**config.mk**
```make
export PLATFORM = sky130hd
export DESIGN_NAME = sbox_builder
export DESIGN_NICKNAME = d
export VERILOG_FILES = /design/src/rtl/sbox_pkg.sv /design/src/rtl/sbox_mem.sv /design/src/rtl/sbox_builder.sv
export SDC_FILE = /design/constraint.sdc
export NUM_CORES = 2
export LEC_CHECK = 0
export CAP_MARGIN = 20
export CORE_MARGIN = 4
export CORE_UTILIZATION = 30
export DETAILED_ROUTE_END_ITERATION = 7
export DONT_BUFFER_PORTS = 1
export PLACE_DENSITY = 0.52
export SETUP_SLACK_MARGIN = 0.5
export SYNTH_ARGS = -nofsm -noshare
export SYNTH_HDL_FRONTEND = slang
export SYNTH_SLANG_ARGS = --single-unit
```
**constraint.sdc**
```tcl
create_clock -name clk -period 4.42 [get_ports clk]
set_input_delay 0.221 -clock clk [delete_from_list [all_inputs] [get_ports clk]]
set_output_delay 0.221 -clock clk [all_outputs]
set_load 0.005 [all_outputs]
```
**src/rtl/sbox_pkg.sv**
```systemverilog
// Shared state encoding and sizing constants for the S-box builder.
package sbox_pkg;

  localparam int unsigned SBOX_SIZE = 256;
  localparam int unsigned BYTE_W    = 8;
  localparam int unsigned COUNT_W   = 9;

  typedef enum logic [1:0] {
    IDLE    = 2'd0,
    COLLECT = 2'd1,
    DONE    = 2'd2
  } state_t;

endpackage

```
**src/rtl/sbox_mem.sv**
```systemverilog
// 256x8 register file: synchronous write, asynchronous read, async clear to zero.
module sbox_mem
  import sbox_pkg::*;
(
  input  logic              clk,
  input  logic              rst_n,
  input  logic              we,
  input  logic [BYTE_W-1:0] wr_addr,
  input  logic [BYTE_W-1:0] wr_data,
  input  logic [BYTE_W-1:0] rd_addr,
  output logic [BYTE_W-1:0] rd_data
);

  logic [BYTE_W-1:0] mem [SBOX_SIZE];

  always_ff @(posedge clk or negedge rst_n) begin
    if (!rst_n) begin
      for (int unsigned i = 0; i < SBOX_SIZE; i++) begin
        mem[i] <= '0;
      end
    end else if (we) begin
      mem[wr_addr] <= wr_data;
    end
  end

  assign rd_data = mem[rd_addr];

endmodule

```
**src/rtl/sbox_builder.sv**
```systemverilog
// Builds a byte permutation from a stream of candidate bytes, rejecting repeats.
// Define SBOX_BUILDER_INV_EN to also build the inverse table.
module sbox_builder
  import sbox_pkg::*;
(
  input  logic               clk,
  input  logic               rst_n,
  input  logic               start,
  input  logic               cand_valid,
  input  logic [BYTE_W-1:0]  cand_byte,
  output logic               cand_ready,
  output logic               seen_flag,
  output logic               new_flag,
  output logic [COUNT_W-1:0] count,
  output logic               done_sbox,
`ifdef SBOX_BUILDER_INV_EN
  input  logic [BYTE_W-1:0]  inv_rd_addr,
  output logic [BYTE_W-1:0]  inv_rd_data,
`endif
  input  logic [BYTE_W-1:0]  rd_addr,
  output logic [BYTE_W-1:0]  rd_data
);

  state_t               state;
  logic [SBOX_SIZE-1:0] bitmap;
  logic                 transfer;
  logic                 hit;
  logic                 wr_en;

  assign cand_ready = (state == COLLECT);
  // start outranks a coincident candidate, which is simply dropped
  assign transfer   = cand_valid && cand_ready && !start;
  assign hit        = bitmap[cand_byte];
  assign wr_en      = transfer && !hit;

  always_ff @(posedge clk or negedge rst_n) begin
    if (!rst_n) begin
      state     <= IDLE;
      count     <= '0;
      bitmap    <= '0;
      new_flag  <= 1'b0;
      seen_flag <= 1'b0;
      done_sbox <= 1'b0;
    end else begin
      new_flag  <= 1'b0;
      seen_flag <= 1'b0;
      if (start) begin
        state     <= COLLECT;
        count     <= '0;
        bitmap    <= '0;
        done_sbox <= 1'b0;
      end else begin
        case (state)
          COLLECT: begin
            if (transfer) begin
              if (hit) begin
                seen_flag <= 1'b1;
              end else begin
                bitmap[cand_byte] <= 1'b1;
                count             <= count + 1'b1;
                new_flag          <= 1'b1;
                if (count == COUNT_W'(SBOX_SIZE - 1)) begin
                  state     <= DONE;
                  done_sbox <= 1'b1;
                end
              end
            end
          end
          default: state <= state;
        endcase
      end
    end
  end

  sbox_mem u_sbox (
    .clk     (clk),
    .rst_n   (rst_n),
    .we      (wr_en),
    .wr_addr (count[BYTE_W-1:0]),
    .wr_data (cand_byte),
    .rd_addr (rd_addr),
    .rd_data (rd_data)
  );

`ifdef SBOX_BUILDER_INV_EN
  sbox_mem u_inv_sbox (
    .clk     (clk),
    .rst_n   (rst_n),
    .we      (wr_en),
    .wr_addr (cand_byte),
    .wr_data (count[BYTE_W-1:0]),
    .rd_addr (inv_rd_addr),
    .rd_data (inv_rd_data)
  );
`endif

endmodule
```
=== Word level (Yosys, flattened, before mapping) ===
Index checks and enable logic that the tools add are counted.

* Register bits after elaboration: 2,318
* Memory bits (read-only): 0
* Memories: 0
* Bits in writable memories: 0
* Latch bits: 0
* Word-level logic and storage cells: 322
* Input bits: 20

* Shift operators: 0
* Div/mod/pow operators: 0
* Bitwise gates (word level): 3
* Multiplexer cells: 36
* Order comparisons: 5
* $mul: 0
* Reduce and logical (&&, ||, !) cells: 12
* Equal/unequal tests: 3
* $add $sub $neg: 1

{| class="wikitable"
|+ Operator list
! operator !! number
|-
| 2048-bit bitwise mux || 1
|-
| 256-bit two-way mux || 4
|-
| 256-bit OR || 1
|-
| 8-bit binary-select mux with 8-bit select || 1
|-
| 8-bit demux with 8-bit select || 1
|-
| 9-bit two-way mux || 4
|-
| 8-bit two-way mux || 3
|-
| 9-bit >= comparator, second input constant || 2
|-
| 8-bit inverter with 9-bit output || 2
|-
| 1-bit two-way mux || 15
|-
| 2-bit two-way mux || 5
|-
| 9-bit by 1-bit adder with 9-bit output, second input constant || 1
|-
| 9-bit by 8-bit equality test with 1-bit output, second input constant || 1
|-
| 8-bit by 9-bit < comparator with 1-bit output, second input constant || 1
|-
| 9-bit by 1-bit < comparator with 1-bit output, second input constant || 1
|-
| 1-bit binary-select mux with 8-bit select || 1
|-
| 1-bit demux with 8-bit select || 1
|-
| 8-bit by 1-bit >= comparator with 1-bit output, second input constant || 1
|-
| 2-bit nonzero test || 3
|-
| 1-bit logical AND || 5
|-
| 4-bit AND reduction || 1
|-
| 3-bit AND reduction || 1
|-
| 2-bit by 1-bit equality test with 1-bit output, second input constant || 1
|-
| 1-bit zero test || 2
|-
| 2-bit != test, second input constant || 1
|}

=== Longest topological paths before layout ===
* Depth after elaboration: 9
* Gate-level depth with buffers: 14

=== Hierarchy ===
From an unflattened synthesis, not the netlist that was laid out.

* Cell total of the unflattened synthesis: 7,210
* Area total of the unflattened synthesis: 105,617.5 um^2

{| class="wikitable"
|+ Modules (own cells, without submodules)
! module !! cells each !! times used !! area each (um^2)
|-
| sbox_mem || 6,013 || 1 || 92,955.4
|-
| sbox_builder || 1,197 || 1 || 12,662.1
|}

=== Worst setup path after synthesis ===
Ideal clock, no wire load.

* Path type: input-to-output
* Start point: input rd_addr[0]
* End point: output rd_data[0]
* Slack: 0.942 ns
* Arrival: 3.257 ns
* Buffers on the path: 3
* Stages on the path: 7
* Cell sequence: clkbuf_1 -> clkbuf_1 -> buf_1 -> mux4_2 -> mux4_2 -> mux4_2 -> mux4_2

* Longest elaborated chain between the ends: 4

{| class="wikitable"
|+ RTL lines
! what !! line !! text
|-
| start, declared || sbox_builder.sv:20 || <nowiki>input logic [BYTE_W-1:0] rd_addr,</nowiki>
|-
| 8-bit inverter with 9-bit output (not written as such) || sbox_mem.sv:26 || <nowiki>assign rd_data = mem[rd_addr];</nowiki>
|-
| 8-bit binary-select mux with 8-bit select || sbox_mem.sv:26 ||
|-
| 8-bit two-way mux (not written as such) (2 in series) || sbox_mem.sv:26 ||
|-
| end, declared || sbox_builder.sv:21 || <nowiki>output logic [BYTE_W-1:0] rd_data</nowiki>
|}

Every way passes these cells. The select of a mux whose other input is x is not followed.

=== Final worst setup path ===
* Start point: register u_sbox.mem[294] (netlist bit)
* End point: output rd_data[6]

* Longest elaborated chain between the ends: 3

{| class="wikitable"
|+ RTL lines
! what !! line !! text
|-
| start, declared || sbox_mem.sv:14 || <nowiki>logic [BYTE_W-1:0] mem [SBOX_SIZE];</nowiki>
|-
| start signal, assigned by index || sbox_mem.sv:22 || <nowiki>mem[wr_addr] <= wr_data;</nowiki>
|-
| 8-bit binary-select mux with 8-bit select || sbox_mem.sv:26 ||
|-
| 8-bit two-way mux (not written as such) (2 in series) || sbox_mem.sv:26 ||
|}

Every way passes these cells. The select of a mux whose other input is x is not followed.

==> results.md <==
- Post-Syn Instances: just under 7k
- Switching share of power: 0.230
- Critical path depth in cells: 4
- Clk_lat worst skew: 890 ps
- CP Buf/Inv Count: 0
- Sequential share of power: 0.468
- Cell area power density: between 300 and 400 mW/mm²
- Average size of a mapped cell: approximately 16 µm²
- PnR worst setup slack: 552 ps
- Starting DRC count in detailed routing: 4,017
- R2R depth: 12
- Final wirelength: ~300 mm
- Hold Crit Depth: 4
- CTS HTree Levels: 5
- Die span in x: 607 µm
- Placed Instances: 11.1k
- Worst vdd rail ir drop: 0.313 mV
- Die H: 607 µm
- CP top delay family: multiplexers
- Synth area leader: dfrtp_1
- Grt ovf: 0
- Final-report setup violation count: 0
- Setup crit end: rd_data[6]
- MaxCap Viol Count: 0
- Worst Tran Pin Value: 1600 ps
- CP startpoint kind: flip-flop
- Yosys top cell area share: 0.538
- Tmin final: 3870 ps
- Register area share after synthesis: 0.538
- Slew Limit Fails: roughly 170
- Antenna-violating nets left: 0
- Seq cells post-synth: 2,317
- Period utilisation layout: 0.875
- Synth-to-layout area growth: 13.8%
- Outcome: finished with violations
- Root Buffer: clkbuf_16
- Reg2reg end: u_sbox.mem[184]$_DFFE_PN0P_
- Nets: 6,718
- Synth top area cells: dfrtp_1 54%, mux2_2 21%, mux4_2 15%
- Worst path most repeated cell: mux4_2
- Total number of vias: 60.4k
- Netlist cell types: 47
- Failing checks: max-slew violations
- CTS clk-pin slew, worst paths: 60 ps
- FILL cells: 34.0k
- Cell Chain, Critical Path: mux4_2 > mux4_2 > mux4_2 > mux4_2
- WL/cell: 25.7 µm
- Most frequent cells in the layout: 2,317 x dfrtp_1, 2,050 x mux2_2, 737 x mux4_2
- Core area: 0.357 mm²
- Internal Pwr Total: around 35,000 µW
- First-pass GRT wire length: approximately 450 mm
- Hold Crit Class: primary input to flip-flop
- RePlAce Congestion: 0.749
- Clock share of power: 0.487
- HPWL Detailed: 167 mm
- CTS tree: yes
- Std-Cell Rows: 219
- Vias per cell: 5.19
- # port buffers: 0
- Die ar.: roughly 0.37 mm²
- Commonest non-fill, non-tap cell in the layout: dfrtp_1
- Clock buffer depth: 4
- Crit end category: output pin
- Worst path required time: 4200 ps
- CTS Buf Count: 272
- Initial antenna violation count: 14
- Final hold vios: 0
- Total iterations of the first detailed-routing run: 6
- Tot GR Track Use: 0.162
- Drt drc: 0
- Post-Synthesis Cell Area: 0.108 mm²
- WP data arrival: 3650 ps
- Clock Skew: 41.0 ps
- Worst reg2reg setup slack: 680 ps
- Crit-path max FO: 2
- Vias in the first global route: 64.7k
- Critical-path top delay cell: mux4_2
- Clock sinks: roughly 2.3k
- Part of the power in combinational logic: 0.045
- Largest net degree at the start of global routing: around 510
- RSZ-0062 raised after global routing: true
- Crit Path Category: flip-flop to output pin
- Syn Nets: 6,855
- Initial core utilization: 0.302
- DP Worst Slack: -1410 ps
- Net switching power: ~11,000 µW
- Leak: ~0.056 µW
- IO Pins: 41
- Ys Warns: 0
- Share of cells above drive strength 1: 0.518
- RR Startpoint: bitmap[116]$_DFFE_PN0P_
- Slew headroom: -0.0700
- Slowest stage delay, CP: ~650 ps
- Fmax: 0.259 GHz
- Worst Setup SP: u_sbox.mem[294]$_DFFE_PN0P_
- Layout Cells excl Fill: ~12k
==> per-stage QoR <==
stage / TNS, ps / area (µm²) / utilization / power (µW) / hold slack, ps
floorplan: 0 / 108000 / - / 22900 / -74.6
global placement: 0 / 112000 / 0.315 / 23100 / 166
detailed placement: -10810 / 112000 / 0.315 / 23300 / 170
CTS: 0 / 122000 / 0.343 / 46300 / 0.773
global route: 0 / 123000 / 0.344 / 47300 / 72.0
finish: 0 / 123000 / 0.344 / 45600 / 73.8
==> timing repair <==
action / CTS / global route
buffers inserted: 1 / 3
endpoints found under the setup margin: 8 / 48
endpoints found under the hold margin: 3328 / 92
hold buffers: 75 / 2
gates resized for setup: 3 / 3
cloned: 11 / 0
pin swaps: 0 / 0
==> per-layer routing <==
layer  track usage  part of all wire  wire length (µm)  vias up
li1              -                 -                 -    25400
met2         0.262              0.48            144000     1244
met5             0                 0                 0        -
met1         0.228              0.45            136000    33400
met3        0.0270             0.046             13800      360
met4        0.0359             0.023              6740        0
==> final cells by class <==
| class | count | area [µm²] | share of cell area |
|---|---|---|---|
| sequential | 2317 | 58000 | 0.473 |
| multi-input combinational | 3630 | 46300 | 0.377 |
| clock buffer | 406 | 8000 | 0.0653 |
| tap | 4751 | 5940 | 0.0485 |
| timing repair buffer | 208 | 2640 | 0.0215 |
| inverter | 264 | 991 | 0.00808 |
| clock inverter | 54 | 748 | 0.00610 |
| antenna | 7 | 17.5 | 0.000143 |
==> cells in the mapped netlist, drive strengths merged <==
cell type,count
a311oi,2
and2,67
a21oi,12
nand4b,1
and3,27
clkbuf,425
a221oi,2
buf,194
o21ai,6
nor2b,9
nor4b,15
o22ai,128
nor4,4
a32oi,1
mux4,737
ha,5
mux2,2050
o311a,2
nand3,225
nor2,27
o31ai,2
mux2i,28
a21o,1
o32ai,128
a311o,1
o211ai,3
or4,3
inv,264
nand2b,9
a211oi,2
a22oi,13
a31o,3
or3,1
nand2,83
a22o,4
nor3,21
dfrtp,2317
a31oi,5
nand4,3
==> logic make-up after synthesis <==
family                     Yosys count  share of synthesized area
adders and majority gates            5                   0.000581
buffers and inverters              883                     0.0327
DFF                               2317                      0.538
AOI/OAI and AO/OA                  315                     0.0219
muxes                             2815                      0.371
and+or+nand+nor                    495                     0.0353
==> worst register-to-register path, stage by stage, from the launching register on <==
cell and delay, ps:
dfrtp_1 390, mux4_2 480, mux2i_1 170, nand3_1 130, a31oi_1 350, o311a_1 350, a31o_4 160, buf_12 150
buf_4 130, buf_4 200, and3_1 480, buf_4 260, mux2_2 340
==> flip-flops by register name, summed over array words and instances (netlist names) <==
name	flops
state	2
seen_flag	1
bitmap	256
count	9
u_sbox.mem	2048
new_flag	1
==> power groups by stage <==
stage | Sequential (µW) | Combinational, µW | Clock (µW)
after floorplan | 21700 | 1230 | 0
after global placement | 21700 | 1370 | 0
after detailed placement | 21700 | 1580 | 0
after CTS | 21300 | 2080 | 22900
after global routing | 21300 | 2220 | 23800
final | 21300 | 2030 | 22200
==> worst min path at each step <==
stage | startpoint | to | slack, ps
final | cand_byte[4] | bitmap[81]$_DFFE_PN0P_ | 70
after detailed placement | rst_n | u_sbox.mem[1162]$_DFFE_PN0P_ | 170
after floorplan | rst_n | bitmap[0]$_DFFE_PN0P_ | -70
after global placement | rst_n | u_sbox.mem[1162]$_DFFE_PN0P_ | 170
after global routing | start | u_sbox.mem[1294]$_DFFE_PN0P_ | 70
after CTS | cand_byte[4] | bitmap[81]$_DFFE_PN0P_ | 0.8
No activity file was read; power rests on OpenSTA's default activity.
